## src/rtl/pipeline_pkg.sv

```systemverilog
// pipeline_pkg: hazard FSM state encodings, default register-address width and stage control words.
package pipeline_pkg;

    localparam int REG_ADDR_W_DEF = 5;

    typedef enum logic [1:0] {
        ST_RUN   = 2'd0,
        ST_STALL = 2'd1,
        ST_FLUSH = 2'd2
    } hz_state_e;

    typedef struct packed {
        logic pc_write;
        logic if_id_write;
        logic id_ex_bubble;
        logic if_id_flush;
        logic id_ex_flush;
        logic ex_mem_flush;
    } hz_ctrl_t;

    localparam hz_ctrl_t CTRL_RUN   = hz_ctrl_t'(6'b110000);
    localparam hz_ctrl_t CTRL_STALL = hz_ctrl_t'(6'b001000);
    localparam hz_ctrl_t CTRL_FLUSH = hz_ctrl_t'(6'b110111);
    // Reset holds the front end and pushes NOPs into every downstream stage.
    localparam hz_ctrl_t CTRL_NOP   = hz_ctrl_t'(6'b001111);

endpackage

```

## src/rtl/hazard_cmp.sv

```systemverilog
// hazard_cmp: load-use dependency compare between the load in EX and the source operands in ID.
module hazard_cmp
    import pipeline_pkg::*;
#(
    parameter int REG_ADDR_W = REG_ADDR_W_DEF
) (
    input  logic [REG_ADDR_W-1:0] rs,
    input  logic [REG_ADDR_W-1:0] rt,
    input  logic                  uses_rs,
    input  logic                  uses_rt,
    input  logic                  mem_read,
    input  logic [REG_ADDR_W-1:0] rd,
    output logic                  lu_hazard
);

    assign lu_hazard = mem_read && (rd != '0) &&
                       ((uses_rs && (rd == rs)) || (uses_rt && (rd == rt)));

endmodule

```

## src/rtl/hazard_ctrl.sv

```systemverilog
// hazard_ctrl: load-use stall and taken-branch flush control; HAZARD_PERF_CNT_EN adds stall/flush counters.
module hazard_ctrl
    import pipeline_pkg::*;
#(
    parameter int REG_ADDR_W            = REG_ADDR_W_DEF,
    parameter int LOAD_USE_STALL_CYCLES = 1,
    parameter int CNT_W                 = 32
) (
    input  logic                  clk,
    input  logic                  reset,
    input  logic [REG_ADDR_W-1:0] if_id_rs,
    input  logic [REG_ADDR_W-1:0] if_id_rt,
    input  logic                  id_uses_rs,
    input  logic                  id_uses_rt,
    input  logic                  mem_read_out_id_ex,
    input  logic [REG_ADDR_W-1:0] rd_out_id_ex,
    input  logic                  branch_ex_mem,
    input  logic                  zero_ex_mem,
    output logic                  pc_write,
    output logic                  if_id_write,
    output logic                  id_ex_bubble,
    output logic                  if_id_flush,
    output logic                  id_ex_flush,
    output logic                  ex_mem_flush,
    output logic [1:0]            hazard_state
`ifdef HAZARD_PERF_CNT_EN
    ,
    output logic [CNT_W-1:0]      stall_cnt,
    output logic [CNT_W-1:0]      flush_cnt
`endif
);

    localparam logic [2:0] REMAIN_INIT = 3'(LOAD_USE_STALL_CYCLES - 2);

    if (LOAD_USE_STALL_CYCLES < 1 || LOAD_USE_STALL_CYCLES > 7) begin : g_bad_cycles
        $error("LOAD_USE_STALL_CYCLES must be 1..7");
    end

    hz_state_e state_q, state_d;
    logic [2:0] remain_q, remain_d;
    hz_ctrl_t  ctrl;
    logic      lu_hazard;
    logic      take;

    hazard_cmp #(.REG_ADDR_W(REG_ADDR_W)) u_cmp (
        .rs        (if_id_rs),
        .rt        (if_id_rt),
        .uses_rs   (id_uses_rs),
        .uses_rt   (id_uses_rt),
        .mem_read  (mem_read_out_id_ex),
        .rd        (rd_out_id_ex),
        .lu_hazard (lu_hazard)
    );

    always_comb begin
        take     = branch_ex_mem & zero_ex_mem;
        ctrl     = CTRL_RUN;
        state_d  = ST_RUN;
        remain_d = '0;
        if (reset) begin
            ctrl = CTRL_NOP;
        end else if (take) begin
            ctrl    = CTRL_FLUSH;
            state_d = ST_FLUSH;
        end else if (state_q == ST_STALL) begin
            ctrl     = CTRL_STALL;
            state_d  = (remain_q == 3'd0) ? ST_RUN : ST_STALL;
            remain_d = (remain_q == 3'd0) ? 3'd0 : remain_q - 3'd1;
        end else if (lu_hazard) begin
            ctrl     = CTRL_STALL;
            state_d  = (LOAD_USE_STALL_CYCLES == 1) ? ST_RUN : ST_STALL;
            remain_d = (LOAD_USE_STALL_CYCLES == 1) ? 3'd0 : REMAIN_INIT;
        end
    end

    always_ff @(posedge clk) begin
        state_q  <= state_d;
        remain_q <= remain_d;
    end

    assign {pc_write, if_id_write, id_ex_bubble, if_id_flush, id_ex_flush, ex_mem_flush} = ctrl;
    assign hazard_state = reset ? ST_RUN : state_q;

`ifdef HAZARD_PERF_CNT_EN
    logic [CNT_W-1:0] stall_cnt_q, stall_cnt_d;
    logic [CNT_W-1:0] flush_cnt_q, flush_cnt_d;

    always_comb begin
        stall_cnt_d = reset ? '0 : stall_cnt_q + CNT_W'(ctrl.id_ex_bubble);
        flush_cnt_d = reset ? '0 : flush_cnt_q + CNT_W'(take);
    end

    always_ff @(posedge clk) begin
        stall_cnt_q <= stall_cnt_d;
        flush_cnt_q <= flush_cnt_d;
    end

    assign stall_cnt = stall_cnt_q;
    assign flush_cnt = flush_cnt_q;
`else
    if (CNT_W < 1) begin : g_bad_cnt_w
        $error("CNT_W must be at least 1");
    end
`endif

endmodule

```

## config.mk

```make
export PLATFORM = sky130hd
export DESIGN_NAME = hazard_ctrl
export DESIGN_NICKNAME = d
export VERILOG_FILES = /design/src/rtl/pipeline_pkg.sv /design/src/rtl/hazard_cmp.sv /design/src/rtl/hazard_ctrl.sv
export SDC_FILE = /design/constraint.sdc
export NUM_CORES = 1
export LEC_CHECK = 0
export ABC_AREA = 1
export CAP_MARGIN = 30
export CORE_AREA = 2 2 39 41
export CTS_BUF_LIST = sky130_fd_sc_hd__clkbuf_16
export CTS_CLUSTER_DIAMETER = 80
export DETAILED_ROUTE_END_ITERATION = 8
export DIE_AREA = 0 0 41 43
export PLACE_DENSITY = 0.79
export SLEW_MARGIN = 25
export SYNTH_ARGS = -nofsm -noshare
export SYNTH_HDL_FRONTEND = slang
export SYNTH_SLANG_ARGS = --single-unit
```

## constraint.sdc

```tcl
create_clock -name clk -period 2.47 [get_ports clk]
set_input_delay 0.494 -clock clk [delete_from_list [all_inputs] [get_ports clk]]
set_output_delay 0.494 -clock clk [all_outputs]
set_load 0.005 [all_outputs]
```

Yosys cells after proc, flatten, opt, wreduce, memory -nomap -nowiden. Index checks and enable logic that the tools add are counted. Widths: inputs -> output; s select.

Memory bits (read-only): 0. Input bits: 22. Bits in registers: 5. Bits in writable memories: 0. Memories: 0. Latch bits: 0.

Multiplexer cells: 8. Multipliers: 0. Divide/modulo/power cells: 0. $add $sub $neg: 1. Shifts and indexed selects: 0. Bitwise logic cells: 2. Reduce and logical (&&, ||, !) cells: 9. Eq/ne operators: 3. Magnitude comparators: 0.

Operator list (count): $mux 6 (4); $eq 5x5->1 (2); $reduce_bool 5->1 (1); $logic_and 1x1->1 (4); $mux 2 (2); $reduce_or 4->1 (1); $logic_not 3->1 (1); $reduce_or 3->1 (1); $sub 3x1->3 const B (1); $eq 2x1->1 const B (1); $mux 1 (2); $and 1x1->1 (1); $logic_or 1x1->1 (1); $not 1->1 (1).

Logic depth before layout (Yosys ltp).
Depth after elaboration: 8. Gate-level depth with buffers: 10. Depth with buffers taken out: 9.

Cells and area by module. A second synthesis with hierarchy kept.

Cell total of the unflattened synthesis: 92. Area total of the unflattened synthesis: 480.5 sq um.

Modules (own cells, without submodules): hazard_ctrl (area each 264.0 sq um, seq. area each 100.1 sq um, instances 1, cells each 37); hazard_cmp (area each 216.5 sq um, seq. area each 0.0 sq um, instances 1, cells each 55).

Worst setup path after synthesis. Ideal clock, no wire load.

Path kind: input-to-output. Start: in if_id_rs[0]. End: out pc_write. Path buffers: 1. Data required time: 1.976 ns. Path slack: 0.850 ns. Stages: 10. Arrival time: 1.126 ns. Cell sequence: inv_1 nand2_1 nand2_1 nor2_1 nand3_1 nand2_1 nand2_2 nand2_1 nand2_1 buf_4.

Cells in the longest elaborated chain, start to end: 8.

RTL lines: start: declaration (line hazard_ctrl.sv:11) `input logic [REG_ADDR_W-1:0] if_id_rs,`; $eq 5x5->1 (line hazard_cmp.sv:17) `((uses_rs && (rd == rs)) || (uses_rt && (rd == rt)));`; $logic_and 1x1->1 (line hazard_cmp.sv:17); $logic_or 1x1->1 (line hazard_cmp.sv:17); $logic_and 1x1->1 (line hazard_cmp.sv:16) `assign lu_hazard = mem_read && (rd != '0) &&`; $mux 6 (line hazard_ctrl.sv:69) `end else if (lu_hazard) begin`; $mux 6 (line hazard_ctrl.sv:65) `end else if (state_q == ST_STALL) begin`; $mux 6 (line hazard_ctrl.sv:62) `end else if (take) begin`; $mux 6 (line hazard_ctrl.sv:60) `if (reset) begin`; end: declaration (line hazard_ctrl.sv:19) `output logic pc_write,`.

Every way passes these cells.

Worst setup path in the final report.
Start: in if_id_rt[4]. End: out if_id_write.

Cells in the longest elaborated chain, start to end: 8.

RTL lines: start: declaration (line hazard_ctrl.sv:12) `input logic [REG_ADDR_W-1:0] if_id_rt,`; $eq 5x5->1 (line hazard_cmp.sv:17); $logic_and 1x1->1 (line hazard_cmp.sv:17); $logic_or 1x1->1 (line hazard_cmp.sv:17); $logic_and 1x1->1 (line hazard_cmp.sv:16); $mux 6 (line hazard_ctrl.sv:69); $mux 6 (line hazard_ctrl.sv:65); $mux 6 (line hazard_ctrl.sv:62); $mux 6 (line hazard_ctrl.sv:60); end: declaration (line hazard_ctrl.sv:20) `output logic if_id_write,`.

Every way passes these cells.

==> flow_summary_export.csv <==
group,metric,value,unit
outcome,outcome,"completed",
synthesis,yosysSeqAreaShare,20.7,%
clocking,h-tree-depth,1,
finish,layout-drive-gt1-share,8.13,%
setup_path,worstPathRequired,1.98,ns
synthesis,ys_ff_latch,5,
clocking,ctsHoldBuffers,0,
routing,drc,0,
synthesis,synthFlopType,"dfxtp_1",
power,p_comb_share,18.9,%
synthesis,synth_most_common_cell,"nand2_1",
die,die_h,43,um
synthesis,yosysTopAreaCellShare,25.6,%
sta,worstMarginPinSlew,0.226,ns
sta,hold_viol,0,
placement,globalplace.congestion,0.746,
power,switching_share,20.3,%
synthesis,synthTopCellsByArea,"nand2_1 (26%), dfxtp_1 (21%), inv_1 (16%), nor2_1 (14%), ha_1 (5.2%)",
synthesis,synth_edf_count,0,
die,core_area,1380,um2
setup_path,critPathBufInv,3,
setup_path,cpMaxStageDelayCell,"clkdlybuf4s50_1",
setup_path,cp-start-kind,"primary input",
clocking,cts-buffers-inserted,3,
sta,fmax,435,MHz
setup_path,path_common_cell,"nand2_1",
setup_path,path_max_fanout,2,
hold_path,worstHoldPathCells,1,
global_route,gr-total-overflow,0,
power,power_switching,86.7,uW
routing,drt-initial-drc-count,5,
clocking,clk_path_buf_depth,2,
power,cellPowerDensity,507,nW/um2
placement,dpl_cell_area,771,um2
clocking,cts_resized,9,
sta,maxSlewViolCount,0,
finish,nets,148,
setup_path,slowest_delay,0.48,ns
global_route,grt_pass1_vias,533,
global_route,antenna_found_initial,0,
power,pwr-share-clk,61.8,%
routing,wl_per_cell,7.83,um
placement,post-dp-hpwl,970,um
sta,rsz0062_at_grt,"false",
synthesis,syn_inst,93,
setup_path,reg2reg_depth,7,
synthesis,syn_area_per_cell,5.19,um2
setup_path,cp_cell_sequence,"clkdlybuf4s50_1, inv_1, nand2_1, nand2_1, nor2_1, nand3_1, nand2_1, nand2_2, nand2_1, nand2_1, dlygate4sd2_1",
sta,period_needed,2.30,ns
global_route,grt_max_degree,6,
routing,ant_nets,0,
sta,fin_tns_setup,0,ns
synthesis,synth_common_cells,"nand2_1 (33), inv_1 (21), nor2_1 (18), dfxtp_1 (5)",
sta,setup_viol,0,
sta,period_share,93.0,%
die,initial_core_util,34.9,%
setup_path,timing.rr.start,"remain_q[0]$_SDFF_PP0_",
clocking,cts_root_buf,"clkbuf_16",
hold_path,holdCritPathClass,"register to register",
synthesis,synthArstFlopShare,0,%
finish,areaGrowthSynthToFinish,73.8,%
setup_path,r2r_slack,1.39,ns
power,ir_drop,0.000234,V
placement,port_buffers,29,
setup_path,path_class,"primary input to output pin",
power,p_leak,0.467,nW
sta,skew,0.000472,ns
die,fp-row-count,14,
die,die_w,41,um
setup_path,cp-end-kind,"output pin",
clocking,cts_setup_buffers,0,
global_route,grt_pass1_wl,1880,um
synthesis,ys_types,13,
power,power,426,uW
routing,vias_per_cell,4.15,
synthesis,synth_nets,117,
sta,slew_headroom,84.9,%
power,power_frac_seq,19.3,%
clocking,worstSkewPairLatency,0.23,ns
clocking,tritoncts,"built",
power,intPower,339,uW
finish,diodes,0,
finish,postLayoutCellArea,840,um2
die,die_area,1760,um2
clocking,cts_sinks,5,
synthesis,yosys.area.top_type,"nand2_1",
setup_path,cp_data_arrival_time,1.80,ns
synthesis,syn_area,483,um2
setup_path,critPathTopFamily,"buffers and inverters",
synthesis,yosys_warnings,0,
hold_path,hold_start,"remain_q[0]$_SDFF_PP0_",
global_route,gr-usage-all-layers,15.3,%
routing,vias,577,
routing,wl,1090,um
die,boundaryPins,30,
hold_path,holdPathEnd,"remain_q[0]$_SDFF_PP0_",
run,max_cap_viol_count,0,
routing,drtPass1Iterations,2,
clocking,clkTransAtPathRegs,0.03,ns
setup_path,r2r-end,"remain_q[2]$_SDFF_PP0_",
[metal layers]
metal,global-route usage [%],up-vias,part of all wire [%]
met5,0,-,0
met4,8.00,0,1.9
met3,1.57,3,7.4
met2,27.5,24,53
met1,16.0,227,38
li1,-,323,-
[worst max-delay path by stage]
stage	startpoint	to	slack (ns)	cells past startpoint
after CTS	if_id_rt[1]	if_id_write	0.15	11
final	if_id_rt[4]	if_id_write	0.17	11
after floorplan	if_id_rs[0]	pc_write	0.85	10
after global routing	if_id_rt[4]	if_id_write	0.03	11
after global placement	rd_out_id_ex[4]	id_ex_bubble	-0.14	10
after detailed placement	rd_out_id_ex[4]	id_ex_bubble	-0.18	10
[flip-flops by register name, indices dropped and copies added (netlist names)]
name,cells
remain_q,3
state_q,2
[cell usage in the layout, fill, tap and decap left out, drive strengths merged]
cell,instances
nor2,18
clkbuf,3
xnor2,1
o21ai,1
dlygate4sd2,8
ha,2
nand2,34
clkdlybuf4s50,21
nor3,1
dfxtp,5
a21oi,1
inv,25
nand3,3
[power by group through the flow]
| stage | registers, mW | logic (mW) | clock network [mW] |
|---|---|---|---|
| 2_1_floorplan | 0.0833 | 0.0346 | 0 |
| 3_3_place_gp | 0.0834 | 0.0852 | 0 |
| 3_5_place_dp | 0.0834 | 0.0871 | 0 |
| 4_1_cts | 0.0822 | 0.0817 | 0.267 |
| 5_1_grt | 0.0823 | 0.0917 | 0.270 |
| 6_report | 0.0823 | 0.0806 | 0.263 |
[metrics by stage]
stage | setup slack (ns) | hold WS (ns) | cells | utilization, %
global placement | -0.145 | 0.404 | 135 | 55.7
finish | 0.173 | 0.410 | 139 | 60.7
floorplan | 0.850 | 0.392 | 93 | -
detailed placement | -0.182 | 0.411 | 135 | 55.7
global route | 0.0298 | 0.442 | 139 | 60.7
CTS | 0.146 | 0.411 | 139 | 60.7
[kinds of logic (layout without fill, tap and decap cells)]
logic type | count (synthesis) | in the layout | share of synthesized area (%)
and+or+nand+nor | 56 | 56 | 46.1
buffers and inverters | 27 | 57 | 23.3
DFF | 5 | 5 | 20.7
adders and majority gates | 2 | 2 | 5.18
AOI/OAI and AO/OA | 2 | 2 | 2.85
xor gates and xnor gates | 1 | 1 | 1.81
[cell type report]
type / count / area, um2
Sequential cell: 5 / 100
Inverter: 24 / 90.1
Tap cell: 16 / 20.0
Multi-Input combinational cell: 61 / 270
Clock buffer: 3 / 75.1
Fill cell: 145 / 544
Timing Repair Buffer: 29 / 280
Clock inverter: 1 / 3.75
Power figures use the tool's default switching activity.
==> patch 1: new RTL, config.mk and constraints unchanged <==
`REG_ADDR_W_DEF`: 5 -> 4.
--- a/src/rtl/pipeline_pkg.sv
+++ b/src/rtl/pipeline_pkg.sv
@@ -1,7 +1,7 @@
 // pipeline_pkg: hazard FSM state encodings, default register-address width and stage control words.
 package pipeline_pkg;
 
-    localparam int REG_ADDR_W_DEF = 5;
+    localparam int REG_ADDR_W_DEF = 4;
 
     typedef enum logic [1:0] {
         ST_RUN   = 2'd0,
Ports: changed (resized if_id_rs, if_id_rt and rd_out_id_ex); port bits go from 30 to 27. The function was not compared with the original's and may differ.
==> patch 1 against the original RTL <==
Die area is the same. Synthesized cell count shrank 22%. Setup slack gained 30 ps. Via count shrank 17%. Wire length shrank 7.8%. Power shrank 1.1%. Design area shrank 10%. Fmax grew 1.3%. Area after synthesis shrank 12%. Sequential cell count is the same. Non-clock buffer count shrank 3. Sequential power is essentially flat. Critical path type unchanged.
==> patch 1: results (changes against the original RTL) <==
metric	value	unit	change
result of the run	complete, no violations		unchanged
cell area after placement	683	sq um	was 771 sq um
overall fraction of global-route tracks in use	14.8	%	was 15.3%
hpwl dp	816	um	was 970 um
via count of the first global-routing pass	441		was 533
sequential fraction of the synthesis area	23.5	%	was 20.7%
Static Leak	0.384	nW	was 0.467 nW
Top Registers	remain_q: 3 flops, state_q: 2 flops		unchanged
average instance area after synthesis	5.83	sq um	was 5.19 sq um
final instance count without filler cells	116		was 139
Placement Setup Slack	-138	ps	was -182 ps
Initial DRT Pass Iterations	3		was 2
worst clock skew	0.351	ps	was 0.472 ps
area growth from synthesis to layout	77.1	%	was 73.8%
post-CTS setup repair buffer count	0		unchanged
filler instances	133		was 145
Routed WL	1000	um	was 1090 um
syn_nets	94		was 117
Setup Crit Path Kind	input port to primary output		unchanged
count of cell types in the netlist	15		was 13
antenna violations before repair	0		unchanged
n_diodes	0		unchanged
master cell of the clock root buffer	sky130_fd_sc_hd__clkbuf_16		unchanged
post-placement cell count	112		was 135
Max VDD drop	467	uV	was 234 uV
largest net degree at the start of global routing	6		unchanged
Top Family by Delay on Critical Path	buffers and inverters		unchanged
GPL Wtd Cong	0.736		was 0.746
Reg clk slew, reported paths	30	ps	about the same
slowest stage delay, CP	480	ps	about the same
max_slew headroom	85.4	%	was 84.9%
wire length of the first global-routing pass	1720	um	was 1880 um
maximum clock path buffer count	2		unchanged
Synth area leaders	sky130_fd_sc_hd__dfxtp_1 (24%), sky130_fd_sc_hd__nand2_1 (18%), sky130_fd_sc_hd__nor2_1 (12%)		was sky130_fd_sc_hd__nand2_1 (26%), sky130_fd_sc_hd__dfxtp_1 (21%), sky130_fd_sc_hd__inv_1 (16%)
Vias per Instance	4.11		was 4.15
top cells by instance count after synthesis	sky130_fd_sc_hd__nand2_1 (20), sky130_fd_sc_hd__nor2_1 (14), sky130_fd_sc_hd__inv_1 (13)		was sky130_fd_sc_hd__nand2_1 (33), sky130_fd_sc_hd__inv_1 (21), sky130_fd_sc_hd__nor2_1 (18)
Critical Path AT	1770	ps	was 1800 ps
count of buffers inserted at the top-level ports	26		was 29
layout cells sized above 1	12.0	%	was 8.13%
worst min-delay path category	flop to flop		unchanged
maximum fanout along the worst path	2		unchanged
==> patch 1: cell count changes after synthesis, moves of 2 or more <==
cell	delta
sky130_fd_sc_hd__inv_1	-8
sky130_fd_sc_hd__xnor2_1	+2
sky130_fd_sc_hd__nand2_1	-13
sky130_fd_sc_hd__nor2_1	-4
==> patch 1: path summary, 6_finish.rpt <==
check	end	slack, ps	start	cells after the start
worst max-delay path	if_id_write	200	if_id_rs[3]	11
worst min-delay path	remain_q[0]$_SDFF_PP0_	430	remain_q[0]$_SDFF_PP0_	1
worst max register to register	remain_q[0]$_SDFF_PP0_	1330	remain_q[0]$_SDFF_PP0_	7
worst min register to register	remain_q[0]$_SDFF_PP0_	430	remain_q[0]$_SDFF_PP0_	1
==> patch 1: logic make-up after synthesis <==
family          Yosys count  share of synthesized area (%)
compound gates            2                           3.82
xor+xnor                  3                           6.18
fa+ha+maj                 2                           5.88
buf+inv                  20                           20.3
flops                     5                           23.5
simple gates             41                           40.3
==> patch 1: repair_timing <==
| action | CTS | global route |
|---|---|---|
| setup endpoints to repair | 3 | 0 |
| gates resized for setup | 7 | 0 |
| hold buffers | 0 | 0 |
==> patch 1: area by class of cell <==
class,instances,share of cell area (%)
Timing Repair Buffer,26,33.4
Inverter,17,8.47
Clock buffer,3,9.97
Clock inverter,1,0.498
Tap cell,16,2.66
Sequential cell,5,13.3
Multi-Input combinational cell,48,31.7
==> patch 1: power breakdown <==
part	switching, W	total [W]	internal (W)
Clock	0.0000578	0.000268	0.000210
Sequential	0.000000284	0.0000822	0.0000819
Combinational	0.0000277	0.0000712	0.0000435
Total	0.0000858	0.000421	0.000336
==> patch 1: per-layer routing <==
metal	global-route usage [%]	part of all wire, %
met5	0	0
met2	22.5	51
met3	4.71	5.9
met4	8.00	1.1
met1	17.4	41
==> patch 2: new RTL, config.mk and constraints unchanged <==
Without the edit above. Add an input register stage for `branch_ex_mem`, without a reset; this delays it by one clock. The other inputs are not delayed to match.
--- a/src/rtl/hazard_ctrl.sv
+++ b/src/rtl/hazard_ctrl.sv
@@ -32,6 +32,12 @@
 
     localparam logic [2:0] REMAIN_INIT = 3'(LOAD_USE_STALL_CYCLES - 2);
 
+    logic branch_ex_mem_q;
+
+    always_ff @(posedge clk) begin
+        branch_ex_mem_q <= branch_ex_mem;
+    end
+
     if (LOAD_USE_STALL_CYCLES < 1 || LOAD_USE_STALL_CYCLES > 7) begin : g_bad_cycles
         $error("LOAD_USE_STALL_CYCLES must be 1..7");
     end
@@ -53,7 +59,7 @@
     );
 
     always_comb begin
-        take     = branch_ex_mem & zero_ex_mem;
+        take     = branch_ex_mem_q & zero_ex_mem;
         ctrl     = CTRL_RUN;
         state_d  = ST_RUN;
         remain_d = '0;
Check against the original RTL: not equivalent (Yosys sat finds a counterexample within 4 cycles, from zero or initial values and one cycle with reset high).
==> patch 2 against the original RTL <==
Design area rose by 3.6%. Utilization increased by 2.2 points. Wire length is 2.3% lower. Via count is 1.2% higher. Sequential cell count rose by 1. Area after synthesis is 4.1% higher. Power rose by 2.8%. Sequential share of layout area grew 1.9 points. Die area is the same. Count of clock-buffer cells in the layout stayed put. First-iteration DRC count is 40% higher. Fmax down 0.91%. Setup slack got worse by 21 ps.
==> patch 2: results (changes against the original RTL) <==
metric	value	unit	change
Worst path slowest cell	sky130_fd_sc_hd__clkdlybuf4s50_1		unchanged
Static Leak	0.493	nW	was 0.467 nW
Vias per Instance	4.20		was 4.15
maximum fanout along the worst path	2		unchanged
overall fraction of global-route tracks in use	14.5	%	was 15.3%
# nets final	149		was 148
layout cells sized above 1	8.94	%	was 8.13%
number of instances in the synthesized netlist	94		was 93
Placement Setup Slack	-164	ps	was -182 ps
Routed WL	1060	um	was 1090 um
hpwl dp	891	um	was 970 um
fraction of power spent switching nets	18.8	%	was 20.3%
Initial DRT Pass Iterations	4		was 2
via count of the first global-routing pass	526		was 533
Top Registers	remain_q: 3 flops, state_q: 2 flops, branch_ex_mem_q: 1 flops		was remain_q: 3 flops, state_q: 2 flops
Critical Path AT	1820	ps	was 1800 ps
syn_nets	118		was 117
final instance count without filler cells	139		unchanged
antenna violations before repair	0		unchanged
worst clock skew	2.21	ps	was 0.472 ps
Reg clk slew, reported paths	30	ps	about the same
flop2flop setup slack	1410	ps	was 1390 ps
slowest stage delay, CP	500	ps	was 480 ps
largest net degree at the start of global routing	6		unchanged
count of cell types in the netlist	13		unchanged
sequential fraction of the synthesis area	23.9	%	was 20.7%
f_max	431	MHz	was 435 MHz
result of the run	complete, no violations		unchanged
post-placement cell count	136		was 135
wire length of the first global-routing pass	1790	um	was 1880 um
GPL Wtd Cong	0.759		was 0.746
count of buffers inserted at the top-level ports	29		unchanged
1st-iter DRT viols	7		was 5
n_diodes	0		unchanged
Max VDD drop	496	uV	was 234 uV
H-Tree Depth	1		unchanged
top cells by instance count after synthesis	sky130_fd_sc_hd__nand2_1 (33), sky130_fd_sc_hd__inv_1 (21), sky130_fd_sc_hd__nor2_1 (18)		unchanged
maximum clock path buffer count	2		unchanged
filler instances	133		was 145
max_slew headroom	86.1	%	was 84.9%
Synth area leaders	sky130_fd_sc_hd__nand2_1 (25%), sky130_fd_sc_hd__dfxtp_1 (24%), sky130_fd_sc_hd__inv_1 (16%)		was sky130_fd_sc_hd__nand2_1 (26%), sky130_fd_sc_hd__dfxtp_1 (21%), sky130_fd_sc_hd__inv_1 (16%)
number of buffers added by the clock tree synthesis step	3		unchanged
commonest register cell after synthesis	sky130_fd_sc_hd__dfxtp_1		unchanged
master cell of the clock root buffer	sky130_fd_sc_hd__clkbuf_16		unchanged
[patch 2: logic make-up after synthesis]
logic type,Yosys count,synth area share [%]
adders and majority gates,2,4.97
and+or+nand+nor,56,44.3
DFF,6,23.9
xor gates and xnor gates,1,1.74
AOI/OAI and AO/OA,2,2.74
buffers and inverters,27,22.4
[patch 2: timing repair]
| action | in CTS | in global routing |
|---|---|---|
| pin swaps | 1 | 0 |
| setup buffers | 0 | 0 |
| gates resized for setup | 5 | 5 |
| setup endpoints to repair | 3 | 3 |
[patch 2: worst paths after layout]
kind | start | endpoint | cells after the start
setup / recovery | if_id_rs[3] | if_id_write | 11
hold / removal | remain_q[0]$_SDFF_PP0_ | remain_q[0]$_SDFF_PP0_ | 1
setup reg to reg | remain_q[0]$_SDFF_PP0_ | remain_q[1]$_SDFF_PP0_ | 7
hold reg to reg | remain_q[0]$_SDFF_PP0_ | remain_q[0]$_SDFF_PP0_ | 1
[patch 2: area by class of cell]
class / instances / area [sq um] / share of cell area [%]
clock buffers: 3 / 75.1 / 8.63
inverters: 24 / 90.1 / 10.4
multi-input cells: 61 / 273 / 31.4
flip-flops and latches: 6 / 120 / 13.8
well taps: 16 / 20.0 / 2.30
repair buffers: 29 / 292 / 33.5
[patch 2: per-layer routing]
metal  GRT usage [%]  wire length (um)  vias up
li1                -                 -      325
met1            14.2               451      237
met2            25.6               517       20
met3            7.33                83        2
met4            2.67                11        0
met5               0                 0        -
[patch 2: per-stage QoR]
step / instance area [sq um] / total power (W) / utilization (%) / hold slack (ps) / setup TNS, ps
after CTS: 860 / 0.000443 / 62.1 / 406 / 0
after floorplan: 503 / 0.000135 / - / 392 / 0
after detailed placement: 791 / 0.000187 / 57.1 / 402 / -440
after global placement: 791 / 0.000186 / 57.1 / 399 / -274
after global routing: 870 / 0.000465 / 62.8 / 452 / 0
final: 870 / 0.000438 / 62.8 / 404 / 0
[patch 2: power groups by stage]
stage,clock network [W],registers (W),logic [W]
4_1_cts,0.000261,0.0000996,0.0000828
2_1_floorplan,0,0.000101,0.0000346
5_1_grt,0.000271,0.0000997,0.0000938
6_report,0.000256,0.0000996,0.0000825
3_3_place_gp,0,0.000101,0.0000849
3_5_place_dp,0,0.000101,0.0000863
